### src/rtl/prp_request_arbiter.sv
// -----------------------------------------------------------------------------
// prp_request_arbiter
//
// Shares one iterative Swap-or-Not PRP engine between NUM_REQ query lanes.
// Lanes are served round-robin, and only one operation is in flight at a time.
// The accepted operand and configuration are held in registers that drive the
// engine. The block issues the engine start pulse and waits for done under a
// watchdog. It then presents the lane-tagged result on a valid/ready channel.
//
// Ports
//   clk, rst_n        rising-edge clock, asynchronous active-low reset
//   req_valid/ready   per-lane request handshake (ready is one-hot or zero)
//   req_x             per-lane operand, lane i at [i*WIDTH +: WIDTH]
//   req_direction     per-lane direction (0 forward, 1 inverse)
//   cfg_domain        PRP domain N, sampled on accept
//   cfg_num_rounds    round count, sampled on accept
//   prp_start         one-cycle engine start pulse
//   prp_x_in, prp_direction, prp_domain, prp_num_rounds
//                     registered engine operand/config, held until next accept
//   prp_busy, prp_done, prp_x_out
//                     engine status, completion pulse and result
//   rsp_valid/ready   response handshake
//   rsp_lane, rsp_x, rsp_err
//                     originating lane, result, error (bad config or timeout)
// -----------------------------------------------------------------------------
module prp_request_arbiter #(
    parameter int WIDTH   = 64,
    parameter int NUM_REQ = 4,
    parameter int LANE_W  = 2,
    parameter int TIMEOUT = 4096
) (
    input  logic                     clk,
    input  logic                     rst_n,
    input  logic [NUM_REQ-1:0]       req_valid,
    output logic [NUM_REQ-1:0]       req_ready,
    input  logic [NUM_REQ*WIDTH-1:0] req_x,
    input  logic [NUM_REQ-1:0]       req_direction,
    input  logic [WIDTH-1:0]         cfg_domain,
    input  logic [7:0]               cfg_num_rounds,
    output logic                     prp_start,
    output logic [WIDTH-1:0]         prp_x_in,
    output logic                     prp_direction,
    output logic [WIDTH-1:0]         prp_domain,
    output logic [7:0]               prp_num_rounds,
    input  logic                     prp_busy,
    input  logic                     prp_done,
    input  logic [WIDTH-1:0]         prp_x_out,
    output logic                     rsp_valid,
    input  logic                     rsp_ready,
    output logic [LANE_W-1:0]        rsp_lane,
    output logic [WIDTH-1:0]         rsp_x,
    output logic                     rsp_err
);

    localparam logic [1:0] IDLE  = 2'd0;
    localparam logic [1:0] START = 2'd1;
    localparam logic [1:0] WAIT  = 2'd2;
    localparam logic [1:0] RESP  = 2'd3;

    // Watchdog is sized to hold TIMEOUT-1; at least one bit for tiny TIMEOUTs.
    localparam int              WD_W    = (TIMEOUT > 2) ? $clog2(TIMEOUT) : 1;
    localparam logic [WD_W-1:0] WD_LAST = WD_W'(TIMEOUT - 1);

    // One extra bit lets last_grant + offset exceed NUM_REQ before the wrap.
    localparam int               CAND_W = LANE_W + 1;
    localparam logic [CAND_W-1:0] NREQ  = CAND_W'(NUM_REQ);

    logic [1:0]                     state;
    logic [LANE_W-1:0]              last_grant;
    logic [WD_W-1:0]                wdog;

    logic [NUM_REQ-1:0][WIDTH-1:0]  lane_x;
    logic [LANE_W-1:0]              grant;
    logic                           grant_any;
    logic [CAND_W-1:0]              cand;
    logic                           accept;
    logic                           cfg_bad;

    assign lane_x = req_x;

    // Round-robin search: the first valid lane at or after last_grant+1,
    // wrapping at NUM_REQ. last_grant is searched last, so a lone requester
    // can still be re-granted.
    always_comb begin
        grant     = '0;
        grant_any = 1'b0;
        cand      = '0;
        for (int k = 1; k <= NUM_REQ; k++) begin
            cand = {1'b0, last_grant} + CAND_W'(k);
            if (cand >= NREQ) begin
                cand = cand - NREQ;
            end
            if (!grant_any && req_valid[cand[LANE_W-1:0]]) begin
                grant     = cand[LANE_W-1:0];
                grant_any = 1'b1;
            end
        end
    end

    assign accept    = (state == IDLE) && grant_any;
    assign req_ready = accept ? ({{(NUM_REQ-1){1'b0}}, 1'b1} << grant) : '0;
    assign rsp_valid = (state == RESP);

    // A zero round count or a domain below 2 cannot be permuted. Such a
    // request is answered with an error and never reaches the engine.
    assign cfg_bad   = (cfg_num_rounds == 8'd0) || (cfg_domain < WIDTH'(2));

    always_ff @(posedge clk or negedge rst_n) begin
        if (!rst_n) begin
            state          <= IDLE;
            last_grant     <= LANE_W'(NUM_REQ - 1);
            wdog           <= '0;
            prp_start      <= 1'b0;
            prp_x_in       <= '0;
            prp_direction  <= 1'b0;
            prp_domain     <= '0;
            prp_num_rounds <= '0;
            rsp_lane       <= '0;
            rsp_x          <= '0;
            rsp_err        <= 1'b0;
        end else begin
            case (state)
                IDLE: begin
                    if (accept) begin
                        prp_x_in       <= lane_x[grant];
                        prp_direction  <= req_direction[grant];
                        prp_domain     <= cfg_domain;
                        prp_num_rounds <= cfg_num_rounds;
                        rsp_lane       <= grant;
                        last_grant     <= grant;
                        if (cfg_bad) begin
                            rsp_err <= 1'b1;
                            rsp_x   <= '0;
                            state   <= RESP;
                        end else begin
                            state   <= START;
                        end
                    end
                end

                START: begin
                    // Hold off until the engine has finished any previous work.
                    if (!prp_busy) begin
                        prp_start <= 1'b1;
                        wdog      <= '0;
                        state     <= WAIT;
                    end
                end

                WAIT: begin
                    prp_start <= 1'b0;
                    if (wdog != '1) begin
                        wdog <= wdog + 1'b1;
                    end
                    // A done in the same cycle as the watchdog expiry takes
                    // priority, so a result that arrives just in time is kept.
                    if (prp_done) begin
                        rsp_x   <= prp_x_out;
                        rsp_err <= 1'b0;
                        state   <= RESP;
                    end else if (wdog == WD_LAST) begin
                        rsp_x   <= '0;
                        rsp_err <= 1'b1;
                        state   <= RESP;
                    end
                end

                RESP: begin
                    // Outside WAIT, prp_done is ignored, including a late
                    // done that follows a timeout.
                    if (rsp_ready) begin
                        state <= IDLE;
                    end
                end

                default: state <= IDLE;
            endcase
        end
    end

endmodule

### config.mk
export PLATFORM = sky130hd
export DESIGN_NAME = prp_request_arbiter
export DESIGN_NICKNAME = d
export VERILOG_FILES = /design/src/rtl/prp_request_arbiter.sv
export SDC_FILE = /design/constraint.sdc
export NUM_CORES = 1
export LEC_CHECK = 0
export CAP_MARGIN = 20
export CORE_AREA = 5 5 234 236
export CTS_CLUSTER_DIAMETER = 120
export DETAILED_ROUTE_END_ITERATION = 12
export DIE_AREA = 0 0 239 241
export SYNTH_ARGS = -nofsm -noshare
export SYNTH_HDL_FRONTEND = slang
export SYNTH_SLANG_ARGS = --single-unit
export TNS_END_PERCENT = 5
### constraint.sdc
create_clock -name clk -period 6.24 [get_ports clk]
set_clock_uncertainty 0.2 [all_clocks]
set_input_delay 0.624 -clock clk [delete_from_list [all_inputs] [get_ports clk]]
set_output_delay 0.624 -clock clk [all_outputs]
set_load 0.02 [all_outputs]
==> reports/results.ini, run 1 <==
[status]
status = completed

[floorplanning]
die_h_um = 241
start_util_pct = 20.5
dieWidth_um = 239
rows = 84
num_io_pins = 615
core_area_um2 = 52200
die_area_um2 = 57600

[hold_path]
hold_class = register to register

[critical_path]
crit_chain = inv_1 -> ha_1 -> nor2b_4 -> nand2b_2 -> nor2_1 -> clkdlybuf4s50_1
critical_path.n_buffers_inverters = 2
path_max_fanout = 8
slowest_delay_ns = 0.62
cp.required_ns = 5.42
cp_data_arrival_time_ns = 2.69
critPathKind = register to output port
endpoint_kind = output port
start_kind = register
crit_family = buffers and inverters
cp_slowest_cell = clkdlybuf4s50_1

[clock_network]
cts-resized-gates = 0
clkLatencyLatePin_ns = 0.56
numCtsBuffers = 27
post_cts_buffers = 0
cts_root_buffer = clkbuf_16
ctsHoldBuffers = 1
cts_tree = yes
h-tree-depth = 1
cts_sinks = 221
clock_path_buffers = 3
cts.clk_slew.worst_paths_ns = 0.06

[sta]
fmax_ghz = 0.284
setup_tns_ns = 0
period_share_pct = 56.4
rsz0062_at_grt = false
final_max_slew_viol_count = 0
holdWs_ns = 0.273
finalHoldViolCount = 0
tightest_slew_ns = 0.894
slew_headroom_pct = 39.9
period_needed_ns = 3.52
setup_violations = 0

[detailed_routing]
routed_via_density = 4.53
firstDrtPassIters = 5
drc_errors = 0
wirelength_um = 45200
wl_per_cell_um = 19.4
vias = 10500
drt_iter0_drc = 487
ant_nets = 0

[cells_and_area]
area_growth_pct = 71.7
diodes = 0
multi_input_area_um2 = 4710
nFillCells = 5267
num-nets-final = 2029
regArea_um2 = 5530
final_layout_size_suffix_gt1_share_pct = 4.88

[logic_synthesis]
ys_warn_count = 0
synth_top_family_by_area = simple AND/OR/NAND/NOR gates
synth-async-reset-ratio_pct = 100
synthSimpleGateAreaFrac_pct = 16.6
ys_types = 47
ys.flop_type = dfrtp_1
synth_compound_area_share_pct = 12.9
synth_area_um2 = 10700
synthAdderAreaFrac_pct = 0.584
ys_seq_area_share_pct = 51.6
avgSynthCellArea_um2 = 10.2
synth_edf_count = 0
ys_seq_elements = 221
synth-xor-area-share_pct = 0.817
synthesis.nets = 1456
synthMuxAreaShare_pct = 12.6
synthCells = 1046

[placement]
portBuffers = 614
globalplace.congestion = 0.869
dp_hpwl_um = 34000

[job]
cap_violations = 0

[grt]
grt_max_degree = 124
antenna_found_initial = 2
grt_pass1_wl_um = 66000
grtUsageTotal_pct = 14.3
grt-ovfl-total = 0
grt_pass1_vias = 10900

[pwr]
pwr_density_cell_nw_per_um2 = 486
total_power_mw = 8.94
leakage_nw = 7.84
ir_worst_vdd_mv = 0.327

## layer usage
layer	up-vias	track usage [%]	part of all wire (%)
li1	4896	-	-
met1	5141	18.5	41
met2	423	23.8	49
met3	71	3.66	7.7
met4	4	4.12	2.9
met5	-	0	0.042
## cell usage after synthesis (2+ instances only)
master,n,area share (%)
nand3_1,70,3.3
ha_1,5,0.58
a22o_1,3,0.25
dfrtp_1,219,51
and3_1,2,0.12
o21ai_1,2,0.093
o21a_1,2,0.14
clkbuf_1,38,1.3
a2111oi_0,3,0.25
o21ai_0,4,0.19
or4_1,2,0.14
buf_6,12,1.3
buf_4,11,0.77
o2bb2ai_1,64,5.2
nand2_1,291,10
mux2i_1,134,13
nand2b_1,6,0.35
inv_1,11,0.39
xnor2_1,10,0.82
dfstp_2,2,0.49
buf_2,23,1.1
o221ai_1,65,5.3
a21oi_1,3,0.14
nand4_1,5,0.29
a211oi_1,5,0.35
nor4_1,16,0.93
a22oi_1,3,0.21
nor2_1,16,0.56
## worst reg2reg max path, stage by stage, from the launching register on
cell and delay [ns]:
dfrtp_1 0.42, ha_1 0.24, nand3_1 0.16, nor4_4 0.66, o221a_2 0.85, buf_4 0.48
nand3_1 0.17, o2bb2ai_1 0.17
## kinds of logic after synthesis
kind of cell | count (synthesis)
compound gates | 162
buf+inv | 96
fa+ha+maj | 5
flops | 221
simple gates | 417
mux | 135
xor+xnor | 10
## cells in the final DEF, fill, tap and decap left out, types with 5 or more instances in the layout
cell type          n
a211oi_1           5
buf_4             11
bufinv_16          5
clkbuf_16         27
clkbuf_8           5
clkdlybuf4s50_1  613
clkinv_2           8
dfrtp_1          219
ha_1               5
inv_1             11
mux2i_1          134
nand2_1          290
nand3_1           70
nand4_1            5
nor2_1            15
nor4_1            16
o221ai_1          65
o2bb2ai_1         64
xnor2_1           10
## worst paths after layout
check | startpoint | endpoint | slack, ns | cells past startpoint
max | state[0] | req_ready[1] | 2.72 | 6
min | prp_domain[48] | prp_domain[48] | 0.27 | 2
max reg2reg | wdog[0] | rsp_x[22] | 2.82 | 7
min reg2reg | prp_domain[48] | prp_domain[48] | 0.27 | 2
max in group asynchronous | rst_n | prp_domain[47] | 4.12 | 3
min in group asynchronous | rst_n | prp_x_in[3] | 0.45 | 2
## power by group
group / total (mW) / leakage (nW) / internal, mW / switching [mW]
clock network: 1.72 / 0.482 / 1.06 / 0.663
logic: 4.72 / 4.53 / 2.06 / 2.66
registers: 2.50 / 2.83 / 2.10 / 0.404
## registers in the layout (all words and copies together) (netlist names)
signal          cells
prp_domain         64
prp_x_in           64
rsp_x              64
wdog               12
prp_num_rounds      8
last_grant          2
rsp_lane            2
state               2
prp_direction       1
prp_start           1
rsp_err             1
## metrics by stage
step	setup slack [ns]	cell area [µm²]	utilization, %	std cells
final	2.72	18400	35.2	2328
after global routing	2.54	18400	35.2	2328
after CTS	2.62	18400	35.2	2328
after detailed placement	2.43	17400	33.4	2277
after global placement	2.39	17400	33.3	2275
after floorplan	3.77	10700	-	1046
## cell type report
class	instances	area share, %
flip-flops and latches	221	30.1
repair buffers	629	34.2
clock inverters	16	1.17
well taps	688	4.68
inverters	11	0.224
multi-input cells	729	25.6
clock buffers	34	4.09
No activity file was read; power rests on OpenSTA's default activity.
==> inputs of run 2 (changes only) <==
CORE_AREA = 5 5 235 237   (was 5 5 234 236)
DIE_AREA = 0 0 240 242   (was 0 0 239 241)
clock period = 3.15 ns   (was 6.24 ns; I/O delays follow)
==> run 2 against run 1 <==
Cell count grew 1.4%. Die area increased by 0.84%. Power grew 98%. Hold slack lost 0.17 ns. Combinational power grew 110%. First-iteration DRC count is 17% lower. Non-clock buffer count up 28. Critical path type unchanged.
==> reports/results.ini, run 2 (same netlist as run 1, synthesis figures left out) <==
[detailed_routing]
routed_via_density = 4.53
vias = 10700
drt_iter0_drc = 402
wirelength_um = 45300
drc_errors = 0
ant_nets = 0
wl_per_cell_um = 19.2
firstDrtPassIters = 5

[critical_path]
path_max_fanout = 8
crit_family = flip-flops
cp_data_arrival_time_ns = 2.41
cp_slowest_cell = dfstp_2
critical_path.n_buffers_inverters = 1
slowest_delay_ns = 0.59
critPathKind = register to output port
crit_chain = mux2i_1 -> o32a_1 -> o21a_1 -> nor2_1 -> clkdlybuf4s50_1
endpoint_kind = output port
cp.required_ns = 2.63
start_kind = register

[status]
status = completed

[grt]
grtUsageTotal_pct = 14.5
grt_pass1_wl_um = 67300
grt_pass1_vias = 11200
antenna_found_initial = 0
grt-ovfl-total = 0
grt_max_degree = 104

[sta]
setup_violations = 0
tightest_slew_ns = 0.849
rsz0062_at_grt = false
final_max_slew_viol_count = 0
fin_ws_ns = 0.223
finalHoldViolCount = 0
fmax_ghz = 0.342
setup_tns_ns = 0
holdWs_ns = 0.104
slew_headroom_pct = 43.3
period_share_pct = 92.9
period_needed_ns = 2.93

[clock_network]
cts.clk_slew.worst_paths_ns = 0.05
cts_root_buffer = clkbuf_16
post_cts_buffers = 0
numCtsBuffers = 27
clkLatencyLatePin_ns = 0.54
h-tree-depth = 1
clock_path_buffers = 3
cts_sinks = 221
cts_tree = yes

[cells_and_area]
fin_area_um2 = 18700
num-nets-final = 2057
diodes = 0
final_layout_size_suffix_gt1_share_pct = 6.13
area_growth_pct = 74.1
layout_commonest_cell = clkdlybuf4s50_1
layout_common_cells = clkdlybuf4s50_1, nand2_1, dfrtp_1
top_regs = prp_domain: 64 flops, prp_x_in: 64 flops, rsp_x: 64 flops

[pwr]
ir_worst_vdd_mv = 0.424
total_power_mw = 17.7
leakage_nw = 8.02
pwr_density_cell_nw_per_um2 = 950

[placement]
dp_hpwl_um = 34700
dp_slack_ns = 0.179
globalplace.congestion = 0.873
portBuffers = 614
dpl_cell_area_um2 = 17800

[floorplanning]
die_area_um2 = 58100
die_h_um = 242
core_area_um2 = 53100
start_util_pct = 20.2
num_io_pins = 615
rows = 85
dieWidth_um = 240

[job]
cap_violations = 0

[hold_path]
hold_class = input pin to register

run 2: path summary, 6_finish.rpt:
kind / slack, ns / to / cells past startpoint / startpoint
setup / recovery: 0.22 / req_ready[3] / 5 / last_grant[1]
hold / removal: 0.10 / prp_domain[0] / 3 / cfg_domain[0]
setup reg to reg: 0.60 / prp_x_in[51] / 7 / last_grant[1]
hold reg to reg: 0.27 / prp_domain[47] / 2 / prp_domain[47]
max in group asynchronous: 1.63 / prp_domain[2] / 3 / rst_n
min in group asynchronous: 0.23 / prp_x_in[37] / 2 / rst_n
run 2: power by group:
part | total, mW | switching, mW | internal (mW)
combinational | 9.70 | 5.36 | 4.35
clock | 3.09 | 1.24 | 1.85
sequential | 4.93 | 0.773 | 4.16
run 2: cell type report:
type / instances / area (µm²)
well taps: 696 / 871
repair buffers: 657 / 6620
inverters: 11 / 41.3
multi-input cells: 729 / 4710
clock buffers: 41 / 818
flip-flops and latches: 221 / 5530
clock inverters: 5 / 55.1
fillers: 5262 / 34400
run 2: repair_timing:
action | CTS | global route
resized for setup | 1 | 3
hold endpoints to repair | 95 | 0
setup endpoints to repair | 1 | 3
hold buffers | 1 | 0
run 2: worst register-to-register path: stages (launching register included):
cell      delay (ns)
dfstp_2         0.59
nand2b_1        0.12
a22oi_1         0.10
o21ai_4         0.38
buf_12          0.25
buf_12          0.22
mux2i_1         0.35
o221ai_1        0.17
run 2: metal layers:
layer,global-route usage [%],wire length [µm],vias up
met5,0,0,-
met4,4.26,1520,0
met3,4.14,3990,69
met2,24.6,21700,457
met1,18.0,18100,5221
li1,-,-,4950
run 2: through the flow:
stage | util (%) | cells
after global routing | 35.1 | 2360
after global placement | 33.4 | 2312
after detailed placement | 33.5 | 2313
after floorplan | - | 1046
final | 35.1 | 2360
after CTS | 35.1 | 2360
